## config.mk

```make
export PLATFORM = sky130hd
export DESIGN_NAME = rs232_avm_slave_flat
export DESIGN_NICKNAME = d
export VERILOG_FILES = /design/src/rtl/rs232_pkg.sv /design/src/rtl/rs232_avm_slave_if.sv /design/src/rtl/rs232_rx_deser.sv /design/src/rtl/rs232_avm_slave.sv /design/src/flat_wrapper.sv
export SDC_FILE = /design/constraint.sdc
export NUM_CORES = 1
export LEC_CHECK = 0
export CELL_PAD_IN_SITES_DETAIL_PLACEMENT = 0
export CELL_PAD_IN_SITES_GLOBAL_PLACEMENT = 2
export CORE_ASPECT_RATIO = 1.75
export CORE_MARGIN = 8
export CORE_UTILIZATION = 32
export CTS_BUF_LIST = sky130_fd_sc_hd__clkbuf_2
export CTS_CLUSTER_DIAMETER = 200
export DETAILED_ROUTE_END_ITERATION = 8
export PLACE_DENSITY_LB_ADDON = 0.1
export SYNTH_ARGS = -nofsm -noshare
export SYNTH_HDL_FRONTEND = slang
export SYNTH_SLANG_ARGS = --single-unit
```

## constraint.sdc

```tcl
create_clock -name avm_clk -period 3.4 [get_ports avm_clk]
set_input_delay 0.34 -clock avm_clk [delete_from_list [all_inputs] [get_ports avm_clk]]
set_output_delay 0.34 -clock avm_clk [all_outputs]
set_load 0.005 [all_outputs]
```

## src/rtl/rs232_pkg.sv

```systemverilog
// Shared constants and state type for the RS232 Avalon-MM slave and its RSA wrapper.
package rs232_pkg;

  localparam logic [4:0] RX_BASE     = 5'd0;
  localparam logic [4:0] TX_BASE     = 5'd4;
  localparam logic [4:0] STATUS_BASE = 5'd8;

  localparam int RX_OK_BIT = 7;
  localparam int TX_OK_BIT = 6;
  localparam int OVR_BIT   = 5;

  typedef enum logic [1:0] {
    U_IDLE  = 2'd0,
    U_START = 2'd1,
    U_DATA  = 2'd2,
    U_STOP  = 2'd3
  } UartState;

  function automatic logic [31:0] status_word(input logic rx_ok, input logic tx_ok,
                                              input logic ovr);
    logic [31:0] w;
    w            = 32'd0;
    w[RX_OK_BIT] = rx_ok;
    w[TX_OK_BIT] = tx_ok;
    w[OVR_BIT]   = ovr;
    return w;
  endfunction

endpackage

```

## src/rtl/rs232_avm_slave_if.sv

```systemverilog
// Avalon-MM bus bundle between the polling master and the RS232 slave.
interface rs232_avm_slave_if;

  logic [4:0]  avm_address;
  logic        avm_read;
  logic [31:0] avm_readdata;
  logic        avm_write;
  logic [31:0] avm_writedata;
  logic        avm_waitrequest;

  modport master (
    output avm_address, avm_read, avm_write, avm_writedata,
    input  avm_readdata, avm_waitrequest
  );

  modport slave (
    input  avm_address, avm_read, avm_write, avm_writedata,
    output avm_readdata, avm_waitrequest
  );

endinterface

```

## src/rtl/rs232_rx_deser.sv

```systemverilog
// 8N1 receiver: 2-FF synchroniser, start-bit glitch filter, framing check.
// Emits the received byte with a one-cycle valid pulse.
module rs232_rx_deser
  import rs232_pkg::*;
#(
  parameter int CLKS_PER_BIT = 434
) (
  input  logic       clk,
  input  logic       rst_n,
  input  logic       rxd_i,
  output logic [7:0] byte_o,
  output logic       valid_o
);

  localparam int CW = $clog2(CLKS_PER_BIT);
  localparam logic [CW-1:0] LAST = CW'(CLKS_PER_BIT - 1);
  localparam logic [CW-1:0] MID  = CW'(CLKS_PER_BIT / 2 - 1);

  UartState      state_q;
  logic [1:0]    sync_q;
  logic          prev_q;
  logic [CW-1:0] cnt_q;
  logic [2:0]    idx_q;
  logic [7:0]    shift_q;
  logic          ferr_q;
  logic [7:0]    byte_q;
  logic          valid_q;
  logic          rxd_s;

  assign rxd_s   = sync_q[1];
  assign byte_o  = byte_q;
  assign valid_o = valid_q;

  // Synchroniser and receive state machine; ferr_q holds STOP until the line idles.
  always_ff @(posedge clk or negedge rst_n) begin
    if (!rst_n) begin
      sync_q  <= 2'b11;
      prev_q  <= 1'b1;
      state_q <= U_IDLE;
      cnt_q   <= '0;
      idx_q   <= 3'd0;
      shift_q <= 8'd0;
      ferr_q  <= 1'b0;
      byte_q  <= 8'd0;
      valid_q <= 1'b0;
    end else begin
      sync_q  <= {sync_q[0], rxd_i};
      prev_q  <= rxd_s;
      valid_q <= 1'b0;
      case (state_q)
        U_IDLE: begin
          cnt_q  <= '0;
          idx_q  <= 3'd0;
          ferr_q <= 1'b0;
          if (prev_q && !rxd_s) begin
            state_q <= U_START;
          end
        end
        U_START: begin
          if (cnt_q == MID) begin
            cnt_q   <= '0;
            state_q <= rxd_s ? U_IDLE : U_DATA;
          end else begin
            cnt_q <= cnt_q + CW'(1);
          end
        end
        U_DATA: begin
          if (cnt_q == LAST) begin
            cnt_q   <= '0;
            shift_q <= {rxd_s, shift_q[7:1]};
            idx_q   <= idx_q + 3'd1;
            if (idx_q == 3'd7) begin
              state_q <= U_STOP;
            end
          end else begin
            cnt_q <= cnt_q + CW'(1);
          end
        end
        U_STOP: begin
          if (ferr_q) begin
            if (rxd_s) begin
              state_q <= U_IDLE;
            end
          end else if (cnt_q == LAST) begin
            cnt_q <= '0;
            if (rxd_s) begin
              byte_q  <= shift_q;
              valid_q <= 1'b1;
              state_q <= U_IDLE;
            end else begin
              ferr_q <= 1'b1;
            end
          end else begin
            cnt_q <= cnt_q + CW'(1);
          end
        end
        default: state_q <= U_IDLE;
      endcase
    end
  end

endmodule

```

## src/rtl/rs232_avm_slave.sv

```systemverilog
// Avalon-MM slave with one wait state exposing an 8N1 UART as RX, TX and STATUS words.
// Holds the TX serialiser and register logic; reception is in rs232_rx_deser.
module rs232_avm_slave
  import rs232_pkg::*;
#(
  parameter int CLKS_PER_BIT = 434
) (
  input  logic               avm_clk,
  input  logic               avm_rst,
  rs232_avm_slave_if.slave   bus,
  input  logic               uart_rxd,
  output logic               uart_txd
);

  localparam int CW = $clog2(CLKS_PER_BIT);
  localparam logic [CW-1:0] LAST = CW'(CLKS_PER_BIT - 1);

  logic          ack_q;
  logic [31:0]   rdata_q;
  logic [7:0]    rx_byte_q, rx_byte_d;
  logic          rx_ok_q, rx_ok_d;
  logic          ovr_q, ovr_d;
  logic          tx_ok_q;
  UartState      tx_state_q;
  logic [CW-1:0] tx_cnt_q;
  logic [2:0]    tx_idx_q;
  logic [7:0]    tx_shift_q;
  logic          txd_q;

  logic          req_s, accept_s, rd_acc_s, wr_acc_s;
  logic          rx_clr_s, st_clr_s, tx_load_s, ovr_set_s;
  logic [31:0]   rdmux_s;
  logic [7:0]    rx_new_s;
  logic          rx_valid_s;
  logic          unused_wdata_hi;

  assign unused_wdata_hi     = ^bus.avm_writedata[31:8];
  assign bus.avm_waitrequest = req_s & ~ack_q;
  assign bus.avm_readdata    = rdata_q;
  assign uart_txd            = txd_q;

  rs232_rx_deser #(
    .CLKS_PER_BIT(CLKS_PER_BIT)
  ) u_rx (
    .clk    (avm_clk),
    .rst_n  (avm_rst),
    .rxd_i  (uart_rxd),
    .byte_o (rx_new_s),
    .valid_o(rx_valid_s)
  );

  // Bus decode and flag next-state; a new byte or overrun beats a same-cycle clear.
  always_comb begin
    req_s     = bus.avm_read | bus.avm_write;
    accept_s  = req_s & ack_q;
    rd_acc_s  = accept_s & bus.avm_read;
    wr_acc_s  = accept_s & bus.avm_write & ~bus.avm_read;
    rx_clr_s  = rd_acc_s & (bus.avm_address == RX_BASE);
    st_clr_s  = rd_acc_s & (bus.avm_address == STATUS_BASE);
    tx_load_s = wr_acc_s & (bus.avm_address == TX_BASE) & tx_ok_q;
    ovr_set_s = rx_valid_s & rx_ok_q & ~rx_clr_s;

    case (bus.avm_address)
      RX_BASE:     rdmux_s = {24'd0, rx_byte_q};
      STATUS_BASE: rdmux_s = status_word(rx_ok_q, tx_ok_q, ovr_q);
      default:     rdmux_s = 32'd0;
    endcase

    if (ovr_set_s) begin
      ovr_d = 1'b1;
    end else if (st_clr_s) begin
      ovr_d = 1'b0;
    end else begin
      ovr_d = ovr_q;
    end

    if (rx_valid_s && !ovr_set_s) begin
      rx_byte_d = rx_new_s;
    end else begin
      rx_byte_d = rx_byte_q;
    end

    if (rx_valid_s) begin
      rx_ok_d = 1'b1;
    end else if (rx_clr_s) begin
      rx_ok_d = 1'b0;
    end else begin
      rx_ok_d = rx_ok_q;
    end
  end

  // Wait-state generator, read data capture in the stall cycle, RX flags.
  always_ff @(posedge avm_clk or negedge avm_rst) begin
    if (!avm_rst) begin
      ack_q     <= 1'b0;
      rdata_q   <= 32'd0;
      rx_byte_q <= 8'd0;
      rx_ok_q   <= 1'b0;
      ovr_q     <= 1'b0;
    end else begin
      ack_q <= req_s & ~ack_q;
      if (req_s && !ack_q && bus.avm_read) begin
        rdata_q <= rdmux_s;
      end
      rx_byte_q <= rx_byte_d;
      rx_ok_q   <= rx_ok_d;
      ovr_q     <= ovr_d;
    end
  end

  // Transmit state machine; txd comes straight from a flop.
  always_ff @(posedge avm_clk or negedge avm_rst) begin
    if (!avm_rst) begin
      tx_state_q <= U_IDLE;
      tx_cnt_q   <= '0;
      tx_idx_q   <= 3'd0;
      tx_shift_q <= 8'd0;
      tx_ok_q    <= 1'b1;
      txd_q      <= 1'b1;
    end else begin
      case (tx_state_q)
        U_IDLE: begin
          txd_q <= 1'b1;
          if (tx_load_s) begin
            tx_shift_q <= bus.avm_writedata[7:0];
            tx_ok_q    <= 1'b0;
            txd_q      <= 1'b0;
            tx_cnt_q   <= '0;
            tx_idx_q   <= 3'd0;
            tx_state_q <= U_START;
          end
        end
        U_START: begin
          if (tx_cnt_q == LAST) begin
            tx_cnt_q   <= '0;
            txd_q      <= tx_shift_q[0];
            tx_shift_q <= {1'b0, tx_shift_q[7:1]};
            tx_state_q <= U_DATA;
          end else begin
            tx_cnt_q <= tx_cnt_q + CW'(1);
          end
        end
        U_DATA: begin
          if (tx_cnt_q == LAST) begin
            tx_cnt_q <= '0;
            if (tx_idx_q == 3'd7) begin
              txd_q      <= 1'b1;
              tx_state_q <= U_STOP;
            end else begin
              tx_idx_q   <= tx_idx_q + 3'd1;
              txd_q      <= tx_shift_q[0];
              tx_shift_q <= {1'b0, tx_shift_q[7:1]};
            end
          end else begin
            tx_cnt_q <= tx_cnt_q + CW'(1);
          end
        end
        U_STOP: begin
          if (tx_cnt_q == LAST) begin
            tx_cnt_q   <= '0;
            tx_ok_q    <= 1'b1;
            tx_state_q <= U_IDLE;
          end else begin
            tx_cnt_q <= tx_cnt_q + CW'(1);
          end
        end
        default: begin
          tx_state_q <= U_IDLE;
          txd_q      <= 1'b1;
        end
      endcase
    end
  end

endmodule

```

## src/flat_wrapper.sv

```systemverilog
// flat-port wrapper written by rule: the top's interface ports become plain ports
module rs232_avm_slave_flat import rs232_pkg::*;
#(
  parameter int CLKS_PER_BIT = 434
)
  (avm_clk, avm_rst, uart_rxd, uart_txd, bus_avm_address, bus_avm_read, bus_avm_write, bus_avm_writedata, bus_avm_readdata, bus_avm_waitrequest);
  rs232_avm_slave_if bus_i ();
  input  logic avm_clk;
  input  logic avm_rst;
  input  logic uart_rxd;
  output logic uart_txd;
  input wire logic [$bits(bus_i.avm_address)-1:0] bus_avm_address;
  input wire logic [$bits(bus_i.avm_read)-1:0] bus_avm_read;
  input wire logic [$bits(bus_i.avm_write)-1:0] bus_avm_write;
  input wire logic [$bits(bus_i.avm_writedata)-1:0] bus_avm_writedata;
  output wire logic [$bits(bus_i.avm_readdata)-1:0] bus_avm_readdata;
  output wire logic [$bits(bus_i.avm_waitrequest)-1:0] bus_avm_waitrequest;
  assign bus_i.avm_address = bus_avm_address;
  assign bus_i.avm_read = bus_avm_read;
  assign bus_i.avm_write = bus_avm_write;
  assign bus_i.avm_writedata = bus_avm_writedata;
  assign bus_avm_readdata = bus_i.avm_readdata;
  assign bus_avm_waitrequest = bus_i.avm_waitrequest;
  rs232_avm_slave #(.CLKS_PER_BIT(CLKS_PER_BIT)) u_core (.avm_clk(avm_clk), .avm_rst(avm_rst), .bus(bus_i), .uart_rxd(uart_rxd), .uart_txd(uart_txd));
endmodule
```

After elaboration in Yosys (flattened, before gate mapping)
Index checks and enable logic that the tools add are counted.
- add/subtract/negate cells: 4
- equal/unequal tests: 25
- mux-type cells: 54
- bitwise gates (word level): 16
- reductions and logical operators: 27
- operator list (kind ; number):
    9-bit 2-to-1 mux ; 5
    9-bit case mux with 4 select lines ; 1
    8-bit 2-to-1 mux ; 4
    2-bit 2-to-1 mux ; 13
    8-bit case mux with 3 select lines ; 1
    9-bit by 1-bit adder with 9-bit output, second input constant ; 2
    9-bit equality test, second input constant ; 2
    9-bit case mux with 2 select lines ; 1
    1-bit 2-to-1 mux ; 17
    2-bit case mux with 4 select lines ; 2
    8-bit case mux with 2 select lines ; 1
    5-bit AND reduction ; 3
    3-bit 2-to-1 mux ; 4
    2-bit != test, second input constant ; 6
    3-bit case mux with 2 select lines ; 2
    2-bit nonzero test ; 6
    1-bit bitwise AND ; 11
    2-bit by 1-bit != test with 1-bit output, second input constant ; 5
    9-bit by 8-bit equality test with 1-bit output, second input constant ; 1
    2-bit equality test, second input constant ; 4
    4-bit AND reduction ; 2
    3-bit by 1-bit adder with 3-bit output, second input constant ; 2
    3-bit equality test, second input constant ; 2
    3-bit AND reduction ; 2
    other kinds (15) ; 27
- register bits: 102
- input port bits: 42
- output and inout bits: 34

Logic depth before layout (Yosys ltp)
Gate-level depths: netlist of run 1.
- depth after elaboration: 8
- gate-level depth with buffers: 7
- depth with buffers taken out: 6

By module
From an unflattened synthesis of run 1, not the netlist that was laid out.
- cells, all modules: 363
- area total of the unflattened synthesis: 4041.4 µm²
- by module, submodules not included (module ; instances ; cells each ; area an instance (µm²)):
    rs232_avm_slave ; 1 ; 226 ; 2358.5
    rs232_rx_deser ; 1 ; 137 ; 1682.9

Worst setup path after synthesis of run 1
OpenSTA, ideal clock, no wires.
- path type: reg-to-reg
- from: register u_core.tx_cnt_q[6]
- to: register u_core.tx_state_q[1]
- arrival time: 1.876 ns
- data required time: 3.275 ns
- setup slack: 1.399 ns
- cell stages (with the launch flop): 6
- buffers on the path: 1
- period minus slack after synthesis: 2.001 ns
- cells stage by stage: dfrtp_1 -> or4b_1 -> buf_2 -> o32ai_2 -> or3b_1 -> mux2_4
- cells in the longest elaborated chain, start to end: 3
- RTL lines (item ; RTL line ; source):
    from (decl) ; rs232_avm_slave.sv:25 ; logic [CW-1:0] tx_cnt_q;
    from (signal assigned) ; rs232_avm_slave.sv:140 ; tx_cnt_q <= tx_cnt_q + CW'(1);
    from (signal assigned) ; rs232_avm_slave.sv:155 ; tx_cnt_q <= tx_cnt_q + CW'(1);
    from (signal assigned) ; rs232_avm_slave.sv:164 ; tx_cnt_q <= tx_cnt_q + CW'(1);
    9-bit equality test (*) ; rs232_avm_slave.sv:134, rs232_avm_slave.sv:144, rs232_avm_slave.sv:159 ;
    2-bit by 1-bit != test with 1-bit output (no source line) ; n/a ;
    5-bit AND reduction (no source line) (*) ; n/a ;
    to (signal assigned) ; rs232_avm_slave.sv:138 ; tx_state_q <= U_DATA;
    to (signal assigned) ; rs232_avm_slave.sv:148 ; tx_state_q <= U_STOP;
    to (signal assigned) ; rs232_avm_slave.sv:162 ; tx_state_q <= U_IDLE;
    to (decl) ; rs232_avm_slave.sv:24 ; UartState tx_state_q;
Mark *: on every way between the ends. The rest lies on a longest branch, timed or not.
A chain may end at the register's enable or synchronous reset.

Final worst setup path of run 1
- from: register u_core.u_rx.cnt_q[0]
- to: register u_core.u_rx.cnt_q[0]
- cells in the longest elaborated chain, start to end: 4
- RTL lines (item ; RTL line ; source):
    from (decl) ; rs232_rx_deser.sv:22 ; logic [CW-1:0] cnt_q;
    from (signal assigned) ; rs232_rx_deser.sv:64 ; cnt_q <= cnt_q + CW'(1);
    from (signal assigned) ; rs232_rx_deser.sv:76 ; cnt_q <= cnt_q + CW'(1);
    from (signal assigned) ; rs232_rx_deser.sv:94 ; cnt_q <= cnt_q + CW'(1);
    9-bit by 1-bit adder with 9-bit output / 9-bit equality test (equally long branches) ; n/a ;
    9-bit 2-to-1 mux ; rs232_rx_deser.sv:68, rs232_rx_deser.sv:84 ;
    9-bit 2-to-1 mux ; rs232_rx_deser.sv:80 ; if (ferr_q) begin
    9-bit case mux with 4 select lines (*) ; rs232_rx_deser.sv:50 ; case (state_q)
Mark *: on every way between the ends. The rest lies on a longest branch, timed or not. The select of a mux whose other input is x is not followed.

==> impl_metrics.py, run 1 <==
metrics = {
    "status": {
        "status": "finished clean",
    },
    "clock_network": {
        "worst_skew_pair.late_latency_ns": 0.54,
        "tritoncts": "yes",
        "cts_max_path_buffers": 2,
        "cts-root-buf": "clkbuf_2",
        "number_of_cts_inserted_buffers": 9,
        "clock-sinks": 78,
        "clock_tree.htree_level_count": 3,
        "clock_pin_slew_on_the_worst_setup_and_hold_paths_ns": 0.25,
        "cts-resized-gates": 0,
    },
    "sta": {
        "final-setup-viol-count": 0,
        "finClkSkew_ns": 0.0289,
        "fin_crit_ns": 2.34,
        "max_slew.worst_pin.slew_ns": 1.06,
        "grt_setup_unrepaired": "no",
        "final_min_period_over_clock_period_pct": 68.7,
        "finalHoldWorstSlack_ns": 0.167,
        "finalMaxSlewViolations": 0,
        "timing_hold_violations_final": 0,
        "max_freq_mhz": 428,
        "tns_ns": 0,
        "max_slew_margin_pct": 29.4,
    },
    "final_layout": {
        "flow.area_growth_from_synthesis_pct": 11.4,
        "drive_gt1_share_pct": 17.9,
        "final_net_count": 456,
        "layout_common_cells": "73 x dfrtp_1, 42 x mux2_2, 34 x nand2_1",
        "utilization_pct": 36.3,
        "fill_cells": 1286,
        "layout.cells.most_common": "dfrtp_1",
    },
    "floorplanning": {
        "i_o_pin_total": 76,
        "floorplan_die_width_um": 101,
        "initial_util_pct": 32.6,
        "floorplan.rows": 54,
        "die_area_mm2": 0.0166,
        "core_mm2": 0.0124,
        "height_of_the_die_um": 164,
    },
    "global_routing": {
        "global_route.usage.total_pct": 10.9,
        "globalRoute.busiestLayer": "met2",
        "grt_start_max_net_pins": 79,
        "groute.layer.met1.usage_pct": 12.6,
        "grt_first_pass_wirelength_um": 14200,
        "grt_antenna_before_repair": 1,
        "grt_overflow_total": 0,
        "grt.met3_usage_pct": 2.45,
        "grt_pass1_vias": 2796,
        "met2_usage_pct": 18.7,
    },
    "synth": {
        "number_of_unique_standard_cell_types_used_by_synthesis": 52,
        "synthesis.yosys.warnings": 0,
        "ys_ff_latch": 78,
        "postSynthAreaPerCell_um2": 10.9,
        "area_share_of_the_largest_cell_type_after_synthesis_pct": 45.3,
        "dominantRegCellSynth": "dfrtp_1",
        "synth.yosys.seq_area_share_pct": 48.6,
        "syn-instance-count": 370,
        "post_synth_main_area_contributors": "dfrtp_1 45%, mux2_2 12%, ha_1 5.3%, buf_4 4.5%, dfstp_2 3.3%",
        "yosys.area.top_type": "dfrtp_1",
        "asyncSetResetFlopFracSynth_pct": 100,
        "mappedNetlistArea_mm2": 0.00403,
        "synth_edf_count": 0,
    },
    "power": {
        "power_density_mw_per_mm2": 405,
        "power_leakage_nw": 2.03,
        "vdd_ir_drop_max_v": 0.000204,
    },
    "drt": {
        "total_via_count_in_the_routed_design": 2710,
        "first_pass_iters": 4,
        "route.final.wire_length_um": 8430,
        "routed_via_density": 4.75,
        "routed_wirelength_normalized_by_instance_count_um": 14.8,
        "route.detailed.drc": 0,
        "ant_nets": 0,
        "drt_iter0_markers": 99,
    },
    "worst_setup_path": {
        "critical_path.slowest_cell": "or4b_2",
        "critical_path.cell_chain": "inv_1, ha_1, or4b_2, o31ai_1, a21o_1, o21ai_0",
        "setup.worst_path.end_class": "register",
        "crit_path_max_fanout": 9,
        "worstPathArrival_ns": 2.76,
        "critical_setup_path_class": "reg2reg",
        "start_kind": "register",
        "worstPathRequired_ns": 3.82,
        "cp_slowest_stage_delay_ns": 0.58,
    },
    "placement": {
        "globalplace.congestion": 0.699,
        "numPortBuffers": 27,
        "dpl.hpwl_um": 5910,
    },
    "job": {
        "timing.max_cap.violations": 0,
    },
    "min_path": {
        "worst_hold_path_type": "in2reg",
    },
}
[state kept, by name (all words and copies together) (netlist names), named ones only]
name                     cells
u_core.ack_q                 1
u_core.bus.avm_readdata      8
u_core.ovr_q                 1
u_core.rx_byte_q             8
u_core.rx_ok_q               1
u_core.tx_cnt_q              9
u_core.tx_idx_q              3
u_core.tx_ok_q               1
u_core.tx_shift_q            8
u_core.tx_state_q            2
u_core.u_rx.byte_o           8
u_core.u_rx.cnt_q            9
u_core.u_rx.ferr_q           1
u_core.u_rx.idx_q            3
u_core.u_rx.prev_q           1
u_core.u_rx.shift_q          8
u_core.u_rx.state_q          1
u_core.u_rx.sync_q           2
u_core.u_rx.valid_o          1
u_core.uart_txd              1
[Yosys cell counts, types with 2 or more instances]
master     count
inv_1         14
or3_1          2
o22ai_1        4
mux2i_1        6
nand2b_1       3
nor2_1        28
dfstp_2        5
buf_4         24
nand3_1       13
a21oi_1        5
buf_2          3
o211ai_1       2
a21o_1         3
nand4b_1       3
clkbuf_1       8
o2bb2ai_1      2
o31ai_4        2
dfrtp_1       73
ha_1          17
a221oi_1       3
nand2_1       34
and3_1         3
nor3_1        10
o21ai_0       21
a22o_1         9
o21bai_1       2
mux2_2        42
nor2b_1        5
[cells by family after synthesis]
group | share of synthesized area [%]
DFF | 48.6
and+or+nand+nor | 13.9
muxes | 13.6
buffers and inverters | 6.89
AOI/OAI and AO/OA | 11.2
adders and majority gates | 5.28
other | 0.0930
xor gates and xnor gates | 0.435
[worst max-delay path: cells and delay by family, from the launching register on]
kind | cells | cell delay, ns
adder cells (fa/ha/maj) | 1 | 0.14
AO/OA/AOI/OAI | 3 | 0.95
flip-flops | 1 | 0.48
AND/OR/NAND/NOR | 1 | 0.58
buffers and inverters | 1 | 0.10
[power breakdown]
part	switching, mW	internal [mW]
clock network	0.376	0.112
registers	0.0314	0.966
logic	0.199	0.133
[path summary, 6_finish.rpt]
kind / startpoint / to / slack (ns) / cells past startpoint
min in group asynchronous: avm_rst / u_core.tx_cnt_q[3] / 0.44 / 2
worst min register to register: u_core.u_rx.sync_q[0] / u_core.u_rx.sync_q[1] / 0.37 / 0
max in group asynchronous: avm_rst / u_core.u_rx.shift_q[5] / 2.21 / 2
worst max register to register: u_core.u_rx.cnt_q[0] / u_core.u_rx.cnt_q[0] / 1.06 / 6
worst min-delay path: uart_rxd / u_core.u_rx.sync_q[0] / 0.17 / 1
worst max-delay path: u_core.u_rx.cnt_q[0] / u_core.u_rx.cnt_q[0] / 1.06 / 6
[layout make-up]
cell class              count  area (um2)  area share, %
well taps                 168         210           4.68
flip-flops and latches     78        1960           43.6
inverters                  14        52.6           1.17
repair buffers             28         278           6.19
multi-input cells         266        1880           41.9
clock buffers               9        45.0           1.00
clock inverters             7        61.3           1.37
diodes                      1        2.50         0.0558
[per-layer routing]
metal  part of all wire, %  up-vias
met4                   1.4        0
met1                    42     1351
met3                   3.5        7
met2                    53       38
met5                     0        -
li1                      -     1314
[per-stage QoR]
step / setup WS [ns] / cell area, um2 / power, mW / std cells
floorplan: 1.40 / 4120 / 1.24 / 393
CTS: 1.03 / 4490 / 1.87 / 570
detailed placement: 0.776 / 4370 / 1.35 / 553
global route: 0.891 / 4490 / 1.94 / 571
finish: 1.06 / 4490 / 1.82 / 571
global placement: 0.774 / 4370 / 1.35 / 553
[repair_timing]
item | CTS | global route
hold endpoints to repair | 73 | 0
hold buffers | 1 | 0
endpoints found under the setup margin | 0 | 0
setup buffers | 0 | 0
Note: power is estimated with default switching activity, not from simulation.
==> inputs of run 2 (changes only) <==
Settings changed: CORE_UTILIZATION 32 to 31.
Clock period 3.4 ns to 2.1 ns, I/O delays scaled along.
==> run 2 against run 1 <==
  * Non-clock buffer count rose by 39
  * Wire length rose by 4.6%
  * Cell area rose by 9.8%
  * Critical endpoint is now u_core.u_rx.cnt_q[7]
  * Sequential cell count did not move
  * Count of clock-buffer cells in the layout did not move
  * Critical path type unchanged
  * Largest cell class unchanged
==> impl_metrics.py, run 2 (synthesis gave the netlist of run 1 again) <==
metrics = {
    "final_layout": {
        "final_area_mm2": 0.00493,
        "final_net_count": 495,
        "non_filler_cells_final": 613,
        "layout.cells.most_common": "dfrtp_1",
        "drive_gt1_share_pct": 26.8,
        "layout_common_cells": "73 x dfrtp_1, 42 x mux2_2, 33 x nand2_1",
        "biggestRegsByFlops": "u_core.tx_cnt_q (9), u_core.u_rx.cnt_q (9)",
        "flow.area_growth_from_synthesis_pct": 22.3,
    },
    "job": {
        "timing.max_cap.violations": 0,
    },
    "placement": {
        "dpl.hpwl_um": 6540,
        "placed_instances": 590,
        "globalplace.congestion": 0.730,
        "dpl-instance-area_mm2": 0.00467,
        "place_ws_ns": -0.173,
        "numPortBuffers": 27,
    },
    "sta": {
        "timing_hold_violations_final": 0,
        "grt_setup_unrepaired": "yes",
        "tns_ns": 0,
        "finClkSkew_ns": 0.0278,
        "max_freq_mhz": 489,
        "fin_crit_ns": 2.04,
        "finalMaxSlewViolations": 0,
        "final-setup-viol-count": 0,
        "final_min_period_over_clock_period_pct": 97.3,
        "final_ws_setup_ns": 0.0559,
    },
    "clock_network": {
        "cts-root-buf": "clkbuf_2",
        "clock_pin_slew_on_the_worst_setup_and_hold_paths_ns": 0.25,
        "cts_max_path_buffers": 2,
        "clock-sinks": 78,
        "number_of_cts_inserted_buffers": 9,
        "tritoncts": "yes",
        "clock_tree.htree_level_count": 3,
        "worst_skew_pair.late_latency_ns": 0.55,
    },
    "worst_setup_path": {
        "r2r_slack_ns": 0.06,
        "critical_path.reg2reg.endpoint": "u_core.u_rx.cnt_q[7]",
        "critical-path-top-delay-family": "buffers and inverters",
        "r2r_cells": 8,
        "critical_path.slowest_cell": "or4b_4",
        "critical_setup_path_class": "reg2reg",
        "crit-reg2reg-launch": "u_core.u_rx.cnt_q[0]",
        "crit_buf_inv": 3,
        "critical_path.cell_chain": "inv_2, ha_4, or4b_4, o31ai_4, buf_6, a21o_1, bufbuf_16, o21ai_0",
        "start_kind": "register",
        "setup.worst_path.end_class": "register",
        "worstPathArrival_ns": 2.49,
        "crit_path_max_fanout": 4,
        "worstPathRequired_ns": 2.55,
        "cp_slowest_stage_delay_ns": 0.47,
    },
    "global_routing": {
        "grt_antenna_before_repair": 1,
        "grt_pass1_vias": 2928,
        "grt.met3_usage_pct": 3.22,
        "grt_start_max_net_pins": 54,
        "met2_usage_pct": 19.3,
        "global_route.usage.total_pct": 11.0,
        "globalRoute.busiestLayer": "met2",
        "grt_overflow_total": 0,
        "grt_first_pass_wirelength_um": 14700,
        "groute.layer.met1.usage_pct": 11.9,
    },
    "drt": {
        "first_pass_iters": 7,
        "route.detailed.drc": 0,
        "total_via_count_in_the_routed_design": 2865,
        "routed_wirelength_normalized_by_instance_count_um": 14.4,
        "drt_iter0_markers": 79,
        "route.final.wire_length_um": 8820,
        "routed_via_density": 4.67,
        "ant_nets": 0,
    },
    "power": {
        "totalPowerFinal_mw": 3.44,
        "vdd_ir_drop_max_v": 0.000617,
        "intPower_mw": 2.40,
        "power.share.switching_pct": 30.3,
        "power_density_mw_per_mm2": 698,
        "power.share.sequential_pct": 46.7,
        "combinationalPowerShare_pct": 27.9,
        "power_leakage_nw": 2.27,
        "netSwitchingPower_mw": 1.04,
        "power_frac_clock_pct": 25.3,
    },
    "floorplanning": {
        "height_of_the_die_um": 167,
        "floorplan.rows": 55,
        "die_area_mm2": 0.0170,
        "i_o_pin_total": 76,
        "core_mm2": 0.0128,
        "floorplan_die_width_um": 102,
        "initial_util_pct": 31.5,
    },
    "status": {
        "status": "finished clean",
    },
    "min_path": {
        "worst_hold_path_type": "in2async",
    },
}
[run 2: layout make-up]
class	instances	area (um2)
Fill cell	1318	7870
Sequential cell	78	1960
Multi-Input combinational cell	266	1920
Timing Repair Buffer	67	651
Tap cell	171	214
Clock inverter	7	80.1
Inverter	14	52.6
Clock buffer	9	45.0
Antenna cell	1	2.50
[run 2: through the flow]
| stage | utilization [%] | hold WS, ns |
|---|---|---|
| floorplan | - | -0.0856 |
| global placement | 36.5 | 0.159 |
| detailed placement | 36.5 | 0.157 |
| CTS | 38.0 | 0.0328 |
| global route | 38.5 | 0.0249 |
| finish | 38.5 | 0.0762 |
[run 2: worst max path at each step]
stage                         start              endpoint  slack, ns  depth (start not counted)
2_1_floorplan    u_core.tx_cnt_q[6]  u_core.tx_state_q[1]        0.1                          5
3_3_place_gp     bus_avm_address[4]  u_core.tx_state_q[1]      -0.15                          5
3_5_place_dp     bus_avm_address[4]  u_core.tx_state_q[1]      -0.17                          5
4_1_cts        u_core.u_rx.cnt_q[0]  u_core.u_rx.cnt_q[5]       0.02                          8
5_1_grt        u_core.u_rx.cnt_q[0]  u_core.u_rx.cnt_q[7]      -0.03                          8
6_report       u_core.u_rx.cnt_q[0]  u_core.u_rx.cnt_q[7]       0.06                          8
[run 2: what timing repair did]
action | 4_1_cts | 5_1_grt
pin swaps | 2 | 4
gates cloned | 1 | 0
setup endpoints to repair | 15 | 21
hold buffers | 2 | 0
setup buffers | 1 | 2
gates resized for setup | 4 | 13
endpoints found under the hold margin | 77 | 0
[run 2: power groups by stage]
stage               registers [mW]  logic, mW  clock network [mW]
floorplan                     1.63      0.376                   0
global placement              1.63      0.738                   0
detailed placement            1.63      0.739                   0
CTS                           1.61      0.913               0.922
global route                  1.62       1.06               0.982
finish                        1.61      0.961               0.872
[run 2: routing by layer]
layer / up-vias / routed length, um
li1: 1397 / -
met1: 1404 / 3520
met2: 52 / 4770
met3: 12 / 375
met4: 0 / 150
met5: - / 0
